--- src/rtl/biquad_seq_pkg.sv ---
// Shared types and constants for the biquad coefficient sequencer.
// Latency: n/a (types and constants only).
// Backpressure: n/a.
package biquad_seq_pkg;

    localparam int STAGE_SEL_BIT = 7;
    localparam int WB_ADR_W      = 22;
    localparam int WB_DAT_W      = 32;

    // One coefficient table row as read from the table port: {adr, dat}.
    typedef struct packed {
        logic [7:0]  adr;
        logic [31:0] dat;
    } coeff_entry_t;

    typedef enum logic [3:0] {
        ST_IDLE,
        ST_BQRST,
        ST_FETCH,
        ST_WRITE,
        ST_WAIT,
        ST_UPD0,
        ST_UPD0W,
        ST_UPD1,
        ST_UPD1W,
        ST_DONE,
        ST_ERROR
    } state_t;

    typedef enum logic [1:0] {
        WR_IDLE,
        WR_BUSY,
        WR_GAP
    } wr_state_t;

endpackage

--- src/rtl/wb_single_write.sv ---
// Issues one classic Wishbone write, with retry on err/rty and a no-response timeout.
// Latency: strobes rise the cycle after req; ok/fail are combinational pulses in the response cycle.
// Backpressure: req is only honoured while idle; the slave stalls us by withholding ack/err/rty.
//
// Ports: clk/rst_n; req + req_ent launch a write; ok/fail report completion;
//        cyc/stb/we/adr/dat/sel drive the WB slave, ack/err/rty come back from it.
module wb_single_write
    import biquad_seq_pkg::*;
#(
    parameter int TIMEOUT   = 255,
    parameter int MAX_RETRY = 3
) (
    input  logic                clk,
    input  logic                rst_n,
    input  logic                req,
    input  coeff_entry_t        req_ent,
    output logic                ok,
    output logic                fail,
    output logic                cyc,
    output logic                stb,
    output logic                we,
    output logic [WB_ADR_W-1:0] adr,
    output logic [WB_DAT_W-1:0] dat,
    output logic [3:0]          sel,
    input  logic                ack,
    input  logic                err,
    input  logic                rty
);
    localparam int TMO_W = $clog2(TIMEOUT + 1);
    localparam int RTY_W = $clog2(MAX_RETRY + 2);

    wr_state_t          st_q, st_nxt;
    coeff_entry_t       ent_q;
    logic [TMO_W-1:0]   tmo_q;
    logic [RTY_W-1:0]   rty_q;
    logic               bad;
    logic               tmo_hit;

    // err/rty take priority over a simultaneous ack.
    assign bad     = err | rty;
    assign tmo_hit = (tmo_q == TMO_W'(TIMEOUT - 1));

    always_comb begin
        st_nxt = st_q;
        ok     = 1'b0;
        fail   = 1'b0;
        case (st_q)
            WR_IDLE: if (req) st_nxt = WR_BUSY;
            WR_BUSY: begin
                if (bad) begin
                    if (rty_q == RTY_W'(MAX_RETRY)) begin
                        fail   = 1'b1;
                        st_nxt = WR_IDLE;
                    end else begin
                        st_nxt = WR_GAP;
                    end
                end else if (ack) begin
                    ok     = 1'b1;
                    st_nxt = WR_IDLE;
                end else if (tmo_hit) begin
                    fail   = 1'b1;
                    st_nxt = WR_IDLE;
                end
            end
            WR_GAP:  st_nxt = WR_BUSY;
            default: st_nxt = WR_IDLE;
        endcase
    end

    always_ff @(posedge clk or negedge rst_n) begin
        if (!rst_n) begin
            st_q  <= WR_IDLE;
            ent_q <= '0;
            tmo_q <= '0;
            rty_q <= '0;
        end else begin
            st_q <= st_nxt;
            if (st_q == WR_IDLE && req) begin
                ent_q <= req_ent;
                rty_q <= '0;
            end else if (st_q == WR_BUSY && bad) begin
                rty_q <= rty_q + 1'b1;
            end
            // Timeout only accumulates across consecutive silent cycles of one issue.
            tmo_q <= (st_q == WR_BUSY && st_nxt == WR_BUSY) ? tmo_q + 1'b1 : '0;
        end
    end

    assign cyc = (st_q == WR_BUSY);
    assign stb = cyc;
    assign we  = cyc;
    assign sel = {4{cyc}};
    assign adr = {{(WB_ADR_W - 8){1'b0}}, ent_q.adr};
    assign dat = ent_q.dat;

endmodule

--- src/rtl/biquad_coeff_sequencer.sv ---
// Loads a coefficient table into the two-stage biquad over Wishbone, then commits both stages.
// Latency: optional RST_CYCLES+1 reset phase, then >=3 cycles per table entry, plus two update writes.
// Backpressure: slave stalls via ack latency; err/rty retried up to MAX_RETRY, silence aborts at TIMEOUT.
//
// Ports: start_i/rst_bq_i/n_entries_i launch a load; tbl_adr_o/tbl_dat_i read the table;
//        wb_* is the WB master; bq_reset_o resets the biquad datapath;
//        busy_o/done_o/error_o/err_idx_o report status.
module biquad_coeff_sequencer
    import biquad_seq_pkg::*;
#(
    parameter int          NENTRY        = 64,
    parameter logic [6:0]  UPDATE_OFFSET = 7'h00,
    parameter logic [31:0] UPDATE_DATA   = 32'h1,
    parameter int          TIMEOUT       = 255,
    parameter int          MAX_RETRY     = 3,
    parameter int          RST_CYCLES    = 16,
    localparam int         TW            = $clog2(NENTRY)
) (
    input  logic                wb_clk_i,
    input  logic                wb_rst_n_i,
    input  logic                start_i,
    input  logic                rst_bq_i,
    input  logic [TW:0]         n_entries_i,
    output logic [TW-1:0]       tbl_adr_o,
    input  logic [39:0]         tbl_dat_i,
    output logic                wb_cyc_o,
    output logic                wb_stb_o,
    output logic                wb_we_o,
    output logic [WB_ADR_W-1:0] wb_adr_o,
    output logic [WB_DAT_W-1:0] wb_dat_o,
    output logic [3:0]          wb_sel_o,
    input  logic                wb_ack_i,
    input  logic                wb_err_i,
    input  logic                wb_rty_i,
    output logic                bq_reset_o,
    output logic                busy_o,
    output logic                done_o,
    output logic                error_o,
    output logic [TW:0]         err_idx_o
);
    localparam int          RCW   = $clog2(RST_CYCLES + 1);
    localparam logic [TW:0] N_MAX = (TW + 1)'(NENTRY);

    state_t         state_q, state_nxt;
    logic [TW:0]    idx_q, idx_nxt, idx_inc, n_q, n_clamp, err_idx_q;
    logic [TW-1:0]  tbl_adr_q;
    logic [RCW-1:0] rst_cnt_q;
    logic           bq_rst_q, error_q;
    logic           busy, launch;
    logic           wr_req, wr_ok, wr_fail;
    coeff_entry_t   wr_ent;

    assign busy    = !(state_q inside {ST_IDLE, ST_DONE, ST_ERROR});
    assign launch  = start_i && !busy;
    assign n_clamp = (n_entries_i > N_MAX) ? N_MAX : n_entries_i;
    assign idx_inc = idx_q + 1'b1;

    always_comb begin
        state_nxt = state_q;
        idx_nxt   = idx_q;
        wr_req    = 1'b0;
        wr_ent    = coeff_entry_t'(tbl_dat_i);
        if (launch) begin
            idx_nxt = '0;
            if (rst_bq_i)             state_nxt = ST_BQRST;
            else if (n_clamp == '0)   state_nxt = ST_UPD0;
            else                      state_nxt = ST_FETCH;
        end else begin
            case (state_q)
                // Last count value is the idle gap after bq_reset_o has dropped.
                ST_BQRST: if (rst_cnt_q == RCW'(RST_CYCLES))
                              state_nxt = (n_q == '0) ? ST_UPD0 : ST_FETCH;
                ST_FETCH: state_nxt = ST_WRITE;
                ST_WRITE: begin
                    wr_req    = 1'b1;
                    state_nxt = ST_WAIT;
                end
                ST_WAIT: begin
                    if (wr_ok) begin
                        idx_nxt   = idx_inc;
                        state_nxt = (idx_inc == n_q) ? ST_UPD0 : ST_FETCH;
                    end else if (wr_fail) begin
                        state_nxt = ST_ERROR;
                    end
                end
                ST_UPD0, ST_UPD1: begin
                    wr_req     = 1'b1;
                    wr_ent.adr = {1'b0, UPDATE_OFFSET};
                    wr_ent.adr[STAGE_SEL_BIT] = (state_q == ST_UPD1);
                    wr_ent.dat = UPDATE_DATA;
                    state_nxt  = (state_q == ST_UPD0) ? ST_UPD0W : ST_UPD1W;
                end
                // idx keeps counting through the updates so err_idx_o is n / n+1.
                ST_UPD0W: begin
                    if (wr_ok) begin
                        idx_nxt   = idx_inc;
                        state_nxt = ST_UPD1;
                    end else if (wr_fail) begin
                        state_nxt = ST_ERROR;
                    end
                end
                ST_UPD1W: begin
                    if (wr_ok)        state_nxt = ST_DONE;
                    else if (wr_fail) state_nxt = ST_ERROR;
                end
                ST_DONE, ST_ERROR: state_nxt = ST_IDLE;
                default:           state_nxt = ST_IDLE;
            endcase
        end
    end

    always_ff @(posedge wb_clk_i or negedge wb_rst_n_i) begin
        if (!wb_rst_n_i) begin
            state_q   <= ST_IDLE;
            idx_q     <= '0;
            n_q       <= '0;
            tbl_adr_q <= '0;
            rst_cnt_q <= '0;
            bq_rst_q  <= 1'b0;
            error_q   <= 1'b0;
            err_idx_q <= '0;
        end else begin
            state_q <= state_nxt;
            idx_q   <= idx_nxt;
            // Table address only moves when an entry is actually fetched.
            if (state_nxt == ST_FETCH) tbl_adr_q <= idx_nxt[TW-1:0];
            if (launch) begin
                n_q       <= n_clamp;
                bq_rst_q  <= rst_bq_i;
                rst_cnt_q <= '0;
                error_q   <= 1'b0;
                err_idx_q <= '0;
            end else if (state_q == ST_BQRST) begin
                if (rst_cnt_q != RCW'(RST_CYCLES)) rst_cnt_q <= rst_cnt_q + 1'b1;
                if (rst_cnt_q == RCW'(RST_CYCLES - 1)) bq_rst_q <= 1'b0;
            end
            if (wr_fail) begin
                error_q   <= 1'b1;
                err_idx_q <= idx_q;
            end
        end
    end

    wb_single_write #(
        .TIMEOUT   (TIMEOUT),
        .MAX_RETRY (MAX_RETRY)
    ) u_wr (
        .clk     (wb_clk_i),
        .rst_n   (wb_rst_n_i),
        .req     (wr_req),
        .req_ent (wr_ent),
        .ok      (wr_ok),
        .fail    (wr_fail),
        .cyc     (wb_cyc_o),
        .stb     (wb_stb_o),
        .we      (wb_we_o),
        .adr     (wb_adr_o),
        .dat     (wb_dat_o),
        .sel     (wb_sel_o),
        .ack     (wb_ack_i),
        .err     (wb_err_i),
        .rty     (wb_rty_i)
    );

    assign tbl_adr_o  = tbl_adr_q;
    assign bq_reset_o = bq_rst_q;
    assign busy_o     = busy;
    assign done_o     = (state_q == ST_DONE);
    assign error_o    = error_q;
    assign err_idx_o  = err_idx_q;

endmodule

--- config.mk ---
export PLATFORM = sky130hd
export DESIGN_NAME = biquad_coeff_sequencer
export DESIGN_NICKNAME = d
export VERILOG_FILES = /design/src/rtl/biquad_seq_pkg.sv /design/src/rtl/wb_single_write.sv /design/src/rtl/biquad_coeff_sequencer.sv
export SDC_FILE = /design/constraint.sdc
export NUM_CORES = 1
export LEC_CHECK = 0
export CORE_AREA = 2 2 140 74
export DETAILED_ROUTE_END_ITERATION = 6
export DIE_AREA = 0 0 142 76
export PLACE_DENSITY = 0.79
export SYNTH_ARGS = -nofsm -noshare
export SYNTH_HDL_FRONTEND = slang
export SYNTH_SLANG_ARGS = --single-unit
export TNS_END_PERCENT = 100
--- constraint.sdc ---
create_clock -name wb_clk_i -period 5.8 [get_ports wb_clk_i]
set_clock_uncertainty 0.15 [all_clocks]
set_input_delay 0.58 -clock wb_clk_i [delete_from_list [all_inputs] [get_ports wb_clk_i]]
set_output_delay 0.58 -clock wb_clk_i [all_outputs]
set_load 0.1 [all_outputs]
==> run_results.csv <==
group,metric,value,unit
yosys,yosys_warnings,0,
clock_tree,numCtsBuffers,9,
timing,final.setup.tns,0,ps
run,cap_violations,0,
finish,final-seq-area,0.00228,mm²
setup_path,worst_ep_arrival_time,2780,ps
clock_tree,cts_root_buf,"sky130_fd_sc_hd__clkbuf_16",
setup_path,worst_ep_required,5070,ps
placement,gp_congestion,0.878,
yosys,synthCells,488,
floorplan,floorplan.die.width,142,µm
timing,transition_at_the_pin_with_the_smallest_max_transition_slack,1020,ps
finish,multi_input_logic_area,0.00198,mm²
yosys,post_synthesis_instance_area,0.00448,mm²
placement,buffer_ports.inserted,117,
setup_path,timing.critical_path.fanout_max,13,
clock_tree,clock-sinks,91,
timing,finalMaxSlewViolations,0,
route,drc_errors,0,
min_path,timing.hold.worst.class,"flip-flop to flip-flop",
route,drt_iter0_markers,323,
grt,first_global_vias,3775,
grt,antenna_found_initial,0,
setup_path,timing.critical_path.from_type,"flip-flop",
grt,globalRouteOverflowTotal,0,
finish,drive_above_1_share,7.05,%
timing,period_minus_slack,3510,ps
timing,rsz0062_at_grt,"false",
yosys,synth_seq_cells,91,
finish,antenna-diode-count,0,
floorplan,top_level_pins,132,
finish,n_fill_cell,815,
yosys,ys_seq_area_share,50.8,%
clock_tree,insertion_delay_of_the_later_clocked_pin_in_the_worst_skew_pair,350,ps
route,via_count,3842,
yosys,yosys_most_used_dff,"sky130_fd_sc_hd__dfrtp_1",
yosys,ys_async_sr_fraction,100,%
route,drtAntennaViolNets,0,
floorplan,floorplan.initialDensity,46.1,%
timing,layout_worst_path_cycle_share,60.6,%
clock_tree,h-tree-depth,3,
timing,finalSetupViolCount,0,
yosys,syn_avg_cell_area,9.19,µm²
yosys,post_synth_num_cell_types,51,
setup_path,critical_path_class,"flip-flop to output port",
yosys,synth_edf_count,0,
yosys,ys_top_cells_by_area,"sky130_fd_sc_hd__dfrtp_1 51%, sky130_fd_sc_hd__nand2_1 11%, sky130_fd_sc_hd__nand3_1 5.0%",
route,drt-wirelength-per-cell,16.2,µm
yosys,synth_top_area_cell,"sky130_fd_sc_hd__dfrtp_1",
route,firstDrtPassIters,5,
route,wirelength,11700,µm
floorplan,rows,26,
grt,grt_start_max_net_pins,79,
yosys,synth_largest_type_area_fraction,50.8,%
clock_tree,tritoncts,"built",
timing,max_freq,285,MHz
route,vias_per_cell,5.32,
grt,grt.total_usage,22.4,%
floorplan,floorplan.core_area,0.00973,mm²
finish,final_core_utilization,61.2,%
floorplan,vertical_extent_of_the_die,76,µm
clock_tree,clock_slew_at_the_register_clock_pins_of_the_worst_setup_and_hold_paths,60,ps
finish,number_of_nets_in_the_finished_design,653,
grt,grt_pass1_wl,19100,µm
placement,dp_hpwl,8340,µm
floorplan,die_area,0.0108,mm²
outcome,status,"completed",
setup_path,worst_setup_path_end_kind,"output port",
timing,max_slew_headroom,32.1,%
clock_tree,cts.path.max_buffers,2,
timing,timing_hold_violations_final,0,
finish,layout-area-overhead-vs-synth,32.7,%
==> per-stage QoR <==
stage               setup slack [ps]  cell area, µm²  hold slack, ps  std cells
floorplan                       2020            4530             134        501
global placement                2290            5660             279        705
detailed placement              2180            5660             282        705
CTS                             2300            5950             320        722
global route                    2190            5950             337        722
finish                          2290            5950             315        722
==> Yosys cell counts, drive strengths merged, types with 3 or more instances <==
library cell,count
nor4,7
mux2,6
ha,8
xor2,10
nand3,47
buf,24
nor3,9
a21oi,12
dfrtp,91
inv,11
or3,4
nand4,3
o21ai,15
nand2b,3
xnor2,13
a211oi,4
nand2,128
nor2,34
clkbuf,20
nand3b,6
==> area by class of cell <==
| type | count | share of cell area, % |
|---|---|---|
| Clock buffer | 11 | 4.08 |
| Tap cell | 126 | 2.65 |
| Sequential cell | 91 | 38.3 |
| Multi-Input combinational cell | 355 | 33.2 |
| Timing Repair Buffer | 123 | 20.4 |
| Inverter | 11 | 0.694 |
| Clock inverter | 5 | 0.631 |
==> what timing repair did <==
action,CTS,global route
hold buffers,1,0
buffers inserted,0,0
endpoints found under the hold margin,13,0
gates resized for setup,0,0
==> registers in the layout, summed over array words and instances, names as in the netlist <==
register	count
u_wr.dat	32
u_wr.adr	8
u_wr.tmo_q	8
err_idx_o	7
idx_q	7
n_q	7
tbl_adr_o	6
rst_cnt_q	5
state_q	4
u_wr.rty_q	3
u_wr.st_q	2
bq_reset_o	1
error_o	1
==> path summary, 6_finish.rpt <==
kind	from	end	slack (ps)	depth (start not counted)
setup / recovery	state_q[0]	busy_o	2290	5
hold / removal	u_wr.dat[21]	u_wr.dat[21]	320	2
setup reg to reg	u_wr.st_q[1]	tbl_adr_o[5]	2640	7
hold reg to reg	u_wr.dat[21]	u_wr.dat[21]	320	2
max in group asynchronous	wb_rst_n_i	u_wr.adr[3]	3830	3
min in group asynchronous	wb_rst_n_i	u_wr.dat[8]	470	2
==> kinds of logic (layout without fill, tap and decap cells) <==
family                     count (synthesis)  after routing  share of synthesized area (%)
buffers and inverters                     55            150                           6.42
xor gates and xnor gates                  23             23                           4.49
muxes                                      8              8                           1.95
and+or+nand+nor                          253            253                           25.8
adders and majority gates                  9              9                           2.46
AOI/OAI and AO/OA                         48             48                           7.95
DFF                                       91             91                           50.8
other                                      1             14                         0.0836
==> critical path, stage by stage, from the launching register on <==
cell	delay, ps
sky130_fd_sc_hd__dfrtp_1	620
sky130_fd_sc_hd__and3b_1	240
sky130_fd_sc_hd__a21oi_1	250
sky130_fd_sc_hd__nor2_1	120
sky130_fd_sc_hd__inv_1	80
sky130_fd_sc_hd__clkdlybuf4s50_1	1120
==> routing by layer <==
metal / track usage (%) / wire [µm] / vias to the layer above
li1: - / - / 1813
met5: 0 / 0 / -
met4: 5.50 / 142 / 0
met3: 7.98 / 1010 / 15
met2: 32.7 / 5090 / 173
met1: 32.1 / 5480 / 1841
==> cell usage in the layout (no fill, tap or decap), drive strengths merged, types with 3 or more instances in the layout <==
cell	synthesis	layout
a211oi	4	4
a21oi	12	12
buf	24	6
clkbuf	20	11
clkdlybuf4s50	0	116
conb	1	14
dfrtp	91	91
ha	8	8
inv	11	12
mux2	6	6
nand2	128	128
nand2b	3	3
nand3	47	47
nand3b	6	6
nand4	3	3
nor2	34	34
nor3	9	9
nor4	7	7
o21ai	15	15
or3	4	4
xnor2	13	13
xor2	10	10
Power is left out: the tool's default activity adds up to more than one toggle a clock period on the data nets, which glitch-free logic cannot reach.
